--- config.mk ---
export PLATFORM = sky130hd
export DESIGN_NAME = mmio_uart_tx
export DESIGN_NICKNAME = d
export VERILOG_FILES = /design/src/rtl/uart_tx_pkg.sv /design/src/rtl/uart_tx_fifo.sv /design/src/rtl/mmio_uart_tx.sv
export SDC_FILE = /design/constraint.sdc
export NUM_CORES = 1
export LEC_CHECK = 0
export BUFFER_PORTS_ARGS = -buffer_cell sky130_fd_sc_hd__buf_4
export CAP_MARGIN = 20
export CORE_ASPECT_RATIO = 0.75
export CORE_MARGIN = 8
export CORE_UTILIZATION = 55
export DETAILED_ROUTE_END_ITERATION = 10
export PLACE_DENSITY = 0.83
export SYNTH_ARGS = -nofsm -noshare
export SYNTH_HDL_FRONTEND = slang
export SYNTH_SLANG_ARGS = --single-unit
export TNS_END_PERCENT = 30
--- constraint.sdc ---
create_clock -name clock -period 5.6 [get_ports clock]
set_clock_uncertainty 0.05 [all_clocks]
set_input_delay 1.12 -clock clock [delete_from_list [all_inputs] [get_ports clock]]
set_output_delay 1.12 -clock clock [all_outputs]
set_load 0.01 [all_outputs]
--- src/rtl/uart_tx_pkg.sv ---
// Shared definitions for the MMIO UART transmitter: register offsets and FSM states.
package uart_tx_pkg;

   localparam logic [31:0] TXDATA_OFS = 32'd0;
   localparam logic [31:0] STATUS_OFS = 32'd1;

   typedef enum logic [2:0] {
      ST_IDLE,
      ST_START,
      ST_DATA,
      ST_PARITY,
      ST_STOP
   } state_e;

endpackage

--- src/rtl/uart_tx_fifo.sv ---
// Byte FIFO feeding the UART transmitter; a push while full is accepted only alongside a pop.
module uart_tx_fifo #(
   parameter int DEPTH = 8
) (
   input  logic                     clk_i,
   input  logic                     rst_ni,
   input  logic                     push_i,
   input  logic                     pop_i,
   input  logic [7:0]               din_i,
   output logic [7:0]               dout_o,
   output logic                     full_o,
   output logic                     empty_o,
   output logic [$clog2(DEPTH):0]   count_o
);

   localparam int AW = $clog2(DEPTH);

   logic [7:0]    mem_q [DEPTH];
   logic [AW-1:0] wr_q, wr_d, rd_q, rd_d;
   logic [AW:0]   count_q, count_d;
   logic          do_push, do_pop;

   assign empty_o = (count_q == '0);
   assign full_o  = (count_q == (AW+1)'(DEPTH));
   assign do_pop  = pop_i && !empty_o;
   assign do_push = push_i && (!full_o || do_pop);
   assign dout_o  = mem_q[rd_q];
   assign count_o = count_q;

   always_comb begin
      wr_d    = do_push ? wr_q + AW'(1) : wr_q;
      rd_d    = do_pop  ? rd_q + AW'(1) : rd_q;
      count_d = count_q + (AW+1)'(do_push) - (AW+1)'(do_pop);
   end

   always_ff @(posedge clk_i) begin
      if (!rst_ni) begin
         wr_q    <= '0;
         rd_q    <= '0;
         count_q <= '0;
      end else begin
         wr_q    <= wr_d;
         rd_q    <= rd_d;
         count_q <= count_d;
      end
   end

   always_ff @(posedge clk_i) begin
      if (do_push) mem_q[wr_q] <= din_i;
   end

endmodule

--- src/rtl/mmio_uart_tx.sv ---
// Memory-mapped UART transmitter: TXDATA/STATUS registers, byte FIFO, 8N1 serialiser.
// Define UART_TX_PARITY_EN to add an even-parity bit (11-bit frames).
module mmio_uart_tx
   import uart_tx_pkg::*;
#(
   parameter logic [31:0] BASE_ADDR    = 32'd60,
   parameter int          CLKS_PER_BIT = 16,
   parameter int          FIFO_DEPTH   = 8
) (
   input  logic        clock,
   input  logic        reset,
   input  logic [31:0] ram_rnum,
   input  logic [31:0] ram_wnum,
   input  logic [31:0] ram_wdata,
   input  logic        ram_write,
   output logic [31:0] ram_rdata,
   output logic        txd
);

   localparam int          CW       = $clog2(FIFO_DEPTH) + 1;
   localparam logic [15:0] BIT_LAST = 16'(CLKS_PER_BIT - 1);
   localparam logic [31:0] TX_ADDR  = BASE_ADDR + TXDATA_OFS;
   localparam logic [31:0] ST_ADDR  = BASE_ADDR + STATUS_OFS;

   state_e        state_q, state_d;
   logic [15:0]   cnt_q, cnt_d;
   logic [2:0]    bit_q, bit_d;
   logic [7:0]    shift_q, shift_d;
   logic          txd_q, txd_d;
   logic          ovf_q, ovf_d;
`ifdef UART_TX_PARITY_EN
   logic          par_q, par_d;
`endif

   logic          push, pop, full, empty, stat_wr, tick, busy;
   logic [7:0]    fifo_dout, count8;
   logic [CW-1:0] count;
   wire           unused_wdata = ^ram_wdata[31:8];

   // Writes are qualified with reset so nothing lands in the cycle reset is held.
   assign push    = reset && ram_write && (ram_wnum == TX_ADDR);
   assign stat_wr = reset && ram_write && (ram_wnum == ST_ADDR);
   assign tick    = (cnt_q == BIT_LAST);
   assign count8  = 8'(count);
   assign txd     = txd_q;

   uart_tx_fifo #(.DEPTH(FIFO_DEPTH)) u_fifo (
      .clk_i   (clock),
      .rst_ni  (reset),
      .push_i  (push),
      .pop_i   (pop),
      .din_i   (ram_wdata[7:0]),
      .dout_o  (fifo_dout),
      .full_o  (full),
      .empty_o (empty),
      .count_o (count)
   );

   always_ff @(posedge clock) begin
      if (!reset) begin
         state_q <= ST_IDLE;
         cnt_q   <= '0;
         bit_q   <= '0;
         shift_q <= '0;
         txd_q   <= 1'b1;
         ovf_q   <= 1'b0;
`ifdef UART_TX_PARITY_EN
         par_q   <= 1'b0;
`endif
      end else begin
         state_q <= state_d;
         cnt_q   <= cnt_d;
         bit_q   <= bit_d;
         shift_q <= shift_d;
         txd_q   <= txd_d;
         ovf_q   <= ovf_d;
`ifdef UART_TX_PARITY_EN
         par_q   <= par_d;
`endif
      end
   end

   always_comb begin
      state_d = state_q;
      cnt_d   = cnt_q;
      bit_d   = bit_q;
      shift_d = shift_q;
      pop     = 1'b0;
`ifdef UART_TX_PARITY_EN
      par_d   = par_q;
`endif
      if (state_q != ST_IDLE) cnt_d = tick ? '0 : cnt_q + 16'd1;
      unique case (state_q)
         ST_IDLE:  if (!empty) begin
            pop     = 1'b1;
            state_d = ST_START;
         end
         ST_START: if (tick) state_d = ST_DATA;
         ST_DATA:  if (tick) begin
            shift_d = {1'b0, shift_q[7:1]};
            bit_d   = bit_q + 3'd1;
`ifdef UART_TX_PARITY_EN
            if (bit_q == 3'd7) state_d = ST_PARITY;
`else
            if (bit_q == 3'd7) state_d = ST_STOP;
`endif
         end
         ST_PARITY: if (tick) state_d = ST_STOP;
         ST_STOP:  if (tick) begin
            // Back-to-back frames: the next start bit follows the stop bit directly.
            pop     = !empty;
            state_d = empty ? ST_IDLE : ST_START;
         end
         default:  state_d = ST_IDLE;
      endcase
      if (pop) begin
         shift_d = fifo_dout;
         bit_d   = '0;
         cnt_d   = '0;
`ifdef UART_TX_PARITY_EN
         par_d   = ^fifo_dout;
`endif
      end
   end

   always_comb begin
      busy  = (state_q != ST_IDLE);
      txd_d = 1'b1;
      unique case (state_q)
         ST_START:  txd_d = 1'b0;
         ST_DATA:   txd_d = shift_q[0];
`ifdef UART_TX_PARITY_EN
         ST_PARITY: txd_d = par_q;
`endif
         default:   txd_d = 1'b1;
      endcase
   end

   always_comb begin
      ovf_d = ovf_q;
      if (stat_wr)                    ovf_d = 1'b0;
      else if (push && full && !pop)  ovf_d = 1'b1;
   end

   always_comb begin
      ram_rdata = '0;
      if (ram_rnum == ST_ADDR)
         ram_rdata = {16'b0, count8, 4'b0, ovf_q, empty, full, busy};
   end

endmodule

; ---- Word level (Yosys, flattened, before mapping)
; Memories as Yosys holds them, arrays and structs flattened. A register that Yosys moved wholly into a read port is not among the register bits.
; Cells that the tools add are included.
[op_classes]
add_sub_neg = 6
n_eq_ne = 16
n_mux = 21
bitwise_logic = 1
reduce_logical = 21
[ops]
columns = cell, count
row1 = $eq A32 B6 Y1 const B, 3
row2 = $mux W3, 8
row3 = $mux W8, 3
row4 = $add A16 B1 Y16 const B, 1
row5 = $eq A16 B4 Y1 const B, 1
row6 = $mux W16, 1
row7 = $pmux W3 S5, 1
row8 = $mux W12, 1
row9 = $ne A2 B2 Y1 const B, 6
row10 = $add A3 B1 Y3 const B, 3
row11 = $logic_and A1 B1 Y1, 7
row12 = $eq A3 B2 Y1 const B, 2
row13 = $eq A3 B3 Y1 const B, 2
row14 = $reduce_and A6 Y1, 1
row15 = $mux W1, 5
row16 = $add A4 B1 Y4, 1
row17 = $eq A4 B4 Y1 const B, 1
row18 = $logic_not A4 Y1, 1
row19 = $pmux W1 S2, 2
row20 = $reduce_and A2 Y1, 2
row21 = $reduce_bool A2 Y1, 2
row22 = $reduce_or A2 Y1, 2
row23 = $sub A4 B1 Y4, 1
row24 = $eq A3 B1 Y1 const B, 1
row25 = 5 further kinds, 7
[totals]
register_bits = 42
ram_bits = 64
in_bits = 99
output_inout_bits = 33
wordCells = 75
mem_count = 1
[memory_table]
columns = memory, words, word_bits, read_ports, rd_ports_with_merged_regs, wr, line_no
row1 = u_fifo.mem_q, 8, 8, 1, 1, 1, uart_tx_fifo.sv:18  ; logic [7:0] mem_q [DEPTH];

; ---- Logic depth before layout (Yosys ltp)
[logic_depth]
word_depth = 9
mapped_depth = 13
depth_no_buf = 13

; ---- By module
; Synthesis repeated with hierarchy kept, for this count alone.
[unflattened]
cells_unflattened = 409
hier_area_um2 = 5057.4
[by_module_without_submodules]
columns = mod, instances, cells_per_inst, area_per_inst_um2, seq_area_each_um2
row1 = uart_tx_fifo, 1, 186, 3201.8, 2182.1
row2 = mmio_uart_tx, 1, 223, 1855.5, 640.6

; ---- Worst setup path before layout
; OpenSTA, ideal clock, no wires.
[synth_timing]
kind = input to output
from = in ram_rnum[1]
to = out ram_rdata[2]
arrival_ns = 2.585
required_time_ns = 4.430
slack_ns = 1.845
stages = 3
path_buffers = 0
cell_sequence = or4b_2 > nor4_1 > nor2b_1
[synth_via]
elab_chain_len = 2
[synth_rtl]
columns = item, line_no
row1 = from (decl), mmio_uart_tx.sv:12  ; input logic [31:0] ram_rnum,
row2 = $eq A32 B6 Y1, mmio_uart_tx.sv:147  ; if (ram_rnum == ST_ADDR)
row3 = $mux W12, mmio_uart_tx.sv:147
row4 = to (decl), mmio_uart_tx.sv:16  ; output logic [31:0] ram_rdata,
; Every way passes these cells.

; ---- Worst setup path in the final report
; Same ends and word-level chain as after synthesis.

==> impl_metrics.csv <==
group,metric,value,unit
run_status,status,"finished, final reports clean",
critical_path,path_common_cell,"buf_4",
clocking,htreeDepth,3,
final_layout,multiInputGateArea,0.001886,sq mm
global_route,antenna_found_initial,0,
critical_path,path_max_fanout,8,
sta,fmaxAchievable,261.6,MHz
logic_synthesis,synth_area_leader_cell,"edfxtp_1",
critical_path,startpoint_type,"input port",
floorplan,rows,30,
critical_path,crit_chain,"buf_4, or4b_2, nor4_1, buf_4, nor2b_1, buf_4",
sta,rsz0062_at_grt,"no",
power,power_frac_seq,47.5,%
power,p_comb_share,23.0,%
sta,slew_headroom,44.33,%
logic_synthesis,synth_top_area_share,39.16,%
global_route,grt_pass1_vias,3446,
clocking,cts_inserted_buffers,9,
clocking,cts_resized,0,
critical_path,worstPathRequired,4.43,ns
sta,hold_viol,0,
power,intPower,1.463,mW
power,p_per_area,350.1,mW/mm^2
detailed_routing,remaining_drc_errors,0,
logic_synthesis,synth_common_cells,"edfxtp_1, dfxtp_1, nor2_1, buf_4, nand2_1",
clocking,cts_setup_buffers,0,
logic_synthesis,yosys_warnings,0,
final_layout,n_fill_cell,661,
detailed_routing,viasPerCell,5.564,
sta,report.final.slew_viol_count,0,
final_layout,diodes,0,
sta,period_needed,3.823,ns
detailed_routing,firstDrtPassIters,4,
placement,gp_congestion,0.8889,
logic_synthesis,synth_flop_cell,"edfxtp_1",
sta,tightest_slew,0.8287,ns
logic_synthesis,synth.yosys.seq_area_share,57.52,%
logic_synthesis,async_reset_ff_share,0,%
sta,finalCritPeriodShare,68.27,%
clocking,clkSlewWorstSetupHoldPaths,0.07,ns
global_route,grt_overflow,0,
clocking,cts_tree,"done",
detailed_routing,wirelength,10880,um
power,power_switching,0.5942,mW
final_layout,finalNetCount,584,
logic_synthesis,synth-seq-cells,109,
critical_path,worstPathArrival,2.65,ns
final_layout,drive_gt1_share,28.87,%
final_layout,final-seq-area,0.002823,sq mm
logic_synthesis,syn-instance-count,383,
detailed_routing,wl_per_cell,18.45,um
critical_path,endpoint_kind,"output port",
clocking,clockBufferDepth,2,
clocking,holdBufCountCts,0,
power,p_sw_share,28.88,%
sta,setup_tns,0,ns
detailed_routing,via_count,3283,
clocking,cts-root-buf,"clkbuf_16",
sta,setup_viol,0,
clocking,clock_latency,0.35,ns
logic_synthesis,yosysMostFrequentCell,"edfxtp_1",
clocking,cts.sinks,109,
critical_path,critPathBufInv,3,
global_route,track_usage,18.18,%
detailed_routing,drtAntennaViolNets,0,
final_layout,syn2layout_area_growth,19.76,%
floorplan,die_w,125.1,um
placement,port_buffers,83,
global_route,grt_max_degree,20,
power,p_leak,2.277,nW
hold_path,hold_class,"reg -> reg",
global_route,grt_pass1_wl,17370,um
logic_synthesis,synth.avg_cell_area,12.81,sq um
logic_synthesis,synthTopCellsByArea,"edfxtp_1, dfxtp_1, mux4_2",
floorplan,initial_core_util,55.40,%
placement,hpwl,7796,um
floorplan,core,0.008859,sq mm
detailed_routing,first_iter_violations,231,
flow_run,max_cap_violations,0,
logic_synthesis,synth.distinct_cells,53,
critical_path,crit_family,"simple AND/OR/NAND/NOR gates",
floorplan,die_area,0.01223,sq mm
floorplan,pin_count,132,
critical_path,critPathSlowestCell,"or4b_2",
critical_path,critPathKind,"in -> out",
sta,whs,0.4478,ns
logic_synthesis,syn_area,0.004907,sq mm
power,peakVddDrop,248.9,uV
power,p_clk_share,29.5,%
logic_synthesis,synth_edf_count,64,
floorplan,die_y,97.80,um
critical_path,cpPeakStageDelay,0.67,ns
[worst paths after layout]
path	start	endpoint	slack (ns)	depth (start not counted)
max reg2reg	cnt_q[4]	u_fifo.count_o[3]	2.29	11
min	u_fifo.rd_q[1]	u_fifo.rd_q[1]	0.45	2
min reg2reg	u_fifo.rd_q[1]	u_fifo.rd_q[1]	0.45	2
max	ram_rnum[1]	ram_rdata[2]	1.78	6
[layout by cell type (no fill, tap or decap), types with 2 or more instances in the layout]
cell / instances
nand2_2: 2
and3_1: 4
nand2_1: 19
conb_1: 24
clkbuf_1: 2
a21oi_1: 7
or3_1: 3
clkbuf_16: 9
inv_1: 9
nor4_1: 17
nand3_1: 11
mux2_2: 2
nor2_1: 29
mux2i_1: 10
dfxtp_1: 45
and2_1: 10
or4_4: 3
nor3_1: 7
nor2b_1: 8
mux4_2: 16
buf_4: 92
ha_1: 11
edfxtp_1: 64
nor3b_1: 2
nor4b_1: 2
xor2_1: 14
inv_6: 2
xnor2_1: 6
a211oi_1: 13
nand4_1: 7
and4_1: 2
inv_8: 2
[flip-flops by register name, indices dropped and copies added, names as in the netlist, named ones only]
register,count
u_fifo.mem_q,64
cnt_q,16
shift_q,8
u_fifo.count_o,4
bit_q,3
state_q,3
u_fifo.rd_q,3
u_fifo.wr_q,3
ovf_q,1
txd,1
[power groups by stage]
stage,sequential [mW],combinational (mW),clock [mW]
2_1_floorplan,0.949,0.393,0
4_1_cts,0.993,0.453,0.612
6_report,0.978,0.473,0.606
5_1_grt,0.990,0.526,0.642
3_5_place_dp,1.01,0.448,0
3_3_place_gp,1.01,0.424,0
[layer usage]
metal / GRT usage, % / up-vias / wire (um)
li1: - / 1554 / -
met1: 21.05 / 1607 / 4462
met2: 31.11 / 104 / 5593
met3: 5.553 / 18 / 643
met4: 7.183 / 0 / 184
met5: 0 / - / 0
[final cells by class]
cell class                      count  share of cell area, %
Tap cell                          112                  2.384
Sequential cell                   109                  48.03
Inverter                           11                 0.7026
Multi-Input combinational cell    249                  32.08
Timing Repair Buffer               93                  12.01
Clock buffer                       11                  3.960
Clock inverter                      5                 0.8303
[worst register-to-register path, delay by kind of cell (launching register included)]
kind | cells | cell delay (ns)
AOI/OAI and AO/OA | 3 | 0.90
xor gates and xnor gates | 1 | 0.14
adders and majority gates | 2 | 0.45
buffers and inverters | 2 | 0.31
DFF | 1 | 0.35
and+or+nand+nor | 3 | 1.00
[kinds of logic (layout without fill, tap and decap cells)]
group	after synthesis	count (layout)	synth area share, %
AND/OR/NAND/NOR	135	135	15.50
flip-flops	109	109	57.52
buffers and inverters	48	120	5.813
AO/OA/AOI/OAI	30	30	4.462
multiplexers	28	28	9.842
XOR/XNOR	20	20	3.570
adder cells (fa/ha/maj)	12	12	3.213
other	1	24	0.07642
[per-stage QoR]
stage               util (%)  std cells  setup slack (ns)  instance area [sq um]  total power [mW]
floorplan                  -        406             1.845                   4994             1.342
global placement       62.99        573             1.651                   5580             1.431
detailed placement     62.99        573             1.526                   5580             1.459
CTS                    66.17        589             1.773                   5862             2.057
global route           66.34        590             1.671                   5877             2.157
finish                 66.34        590             1.777                   5877             2.058
No activity file was read; power rests on OpenSTA's default activity.
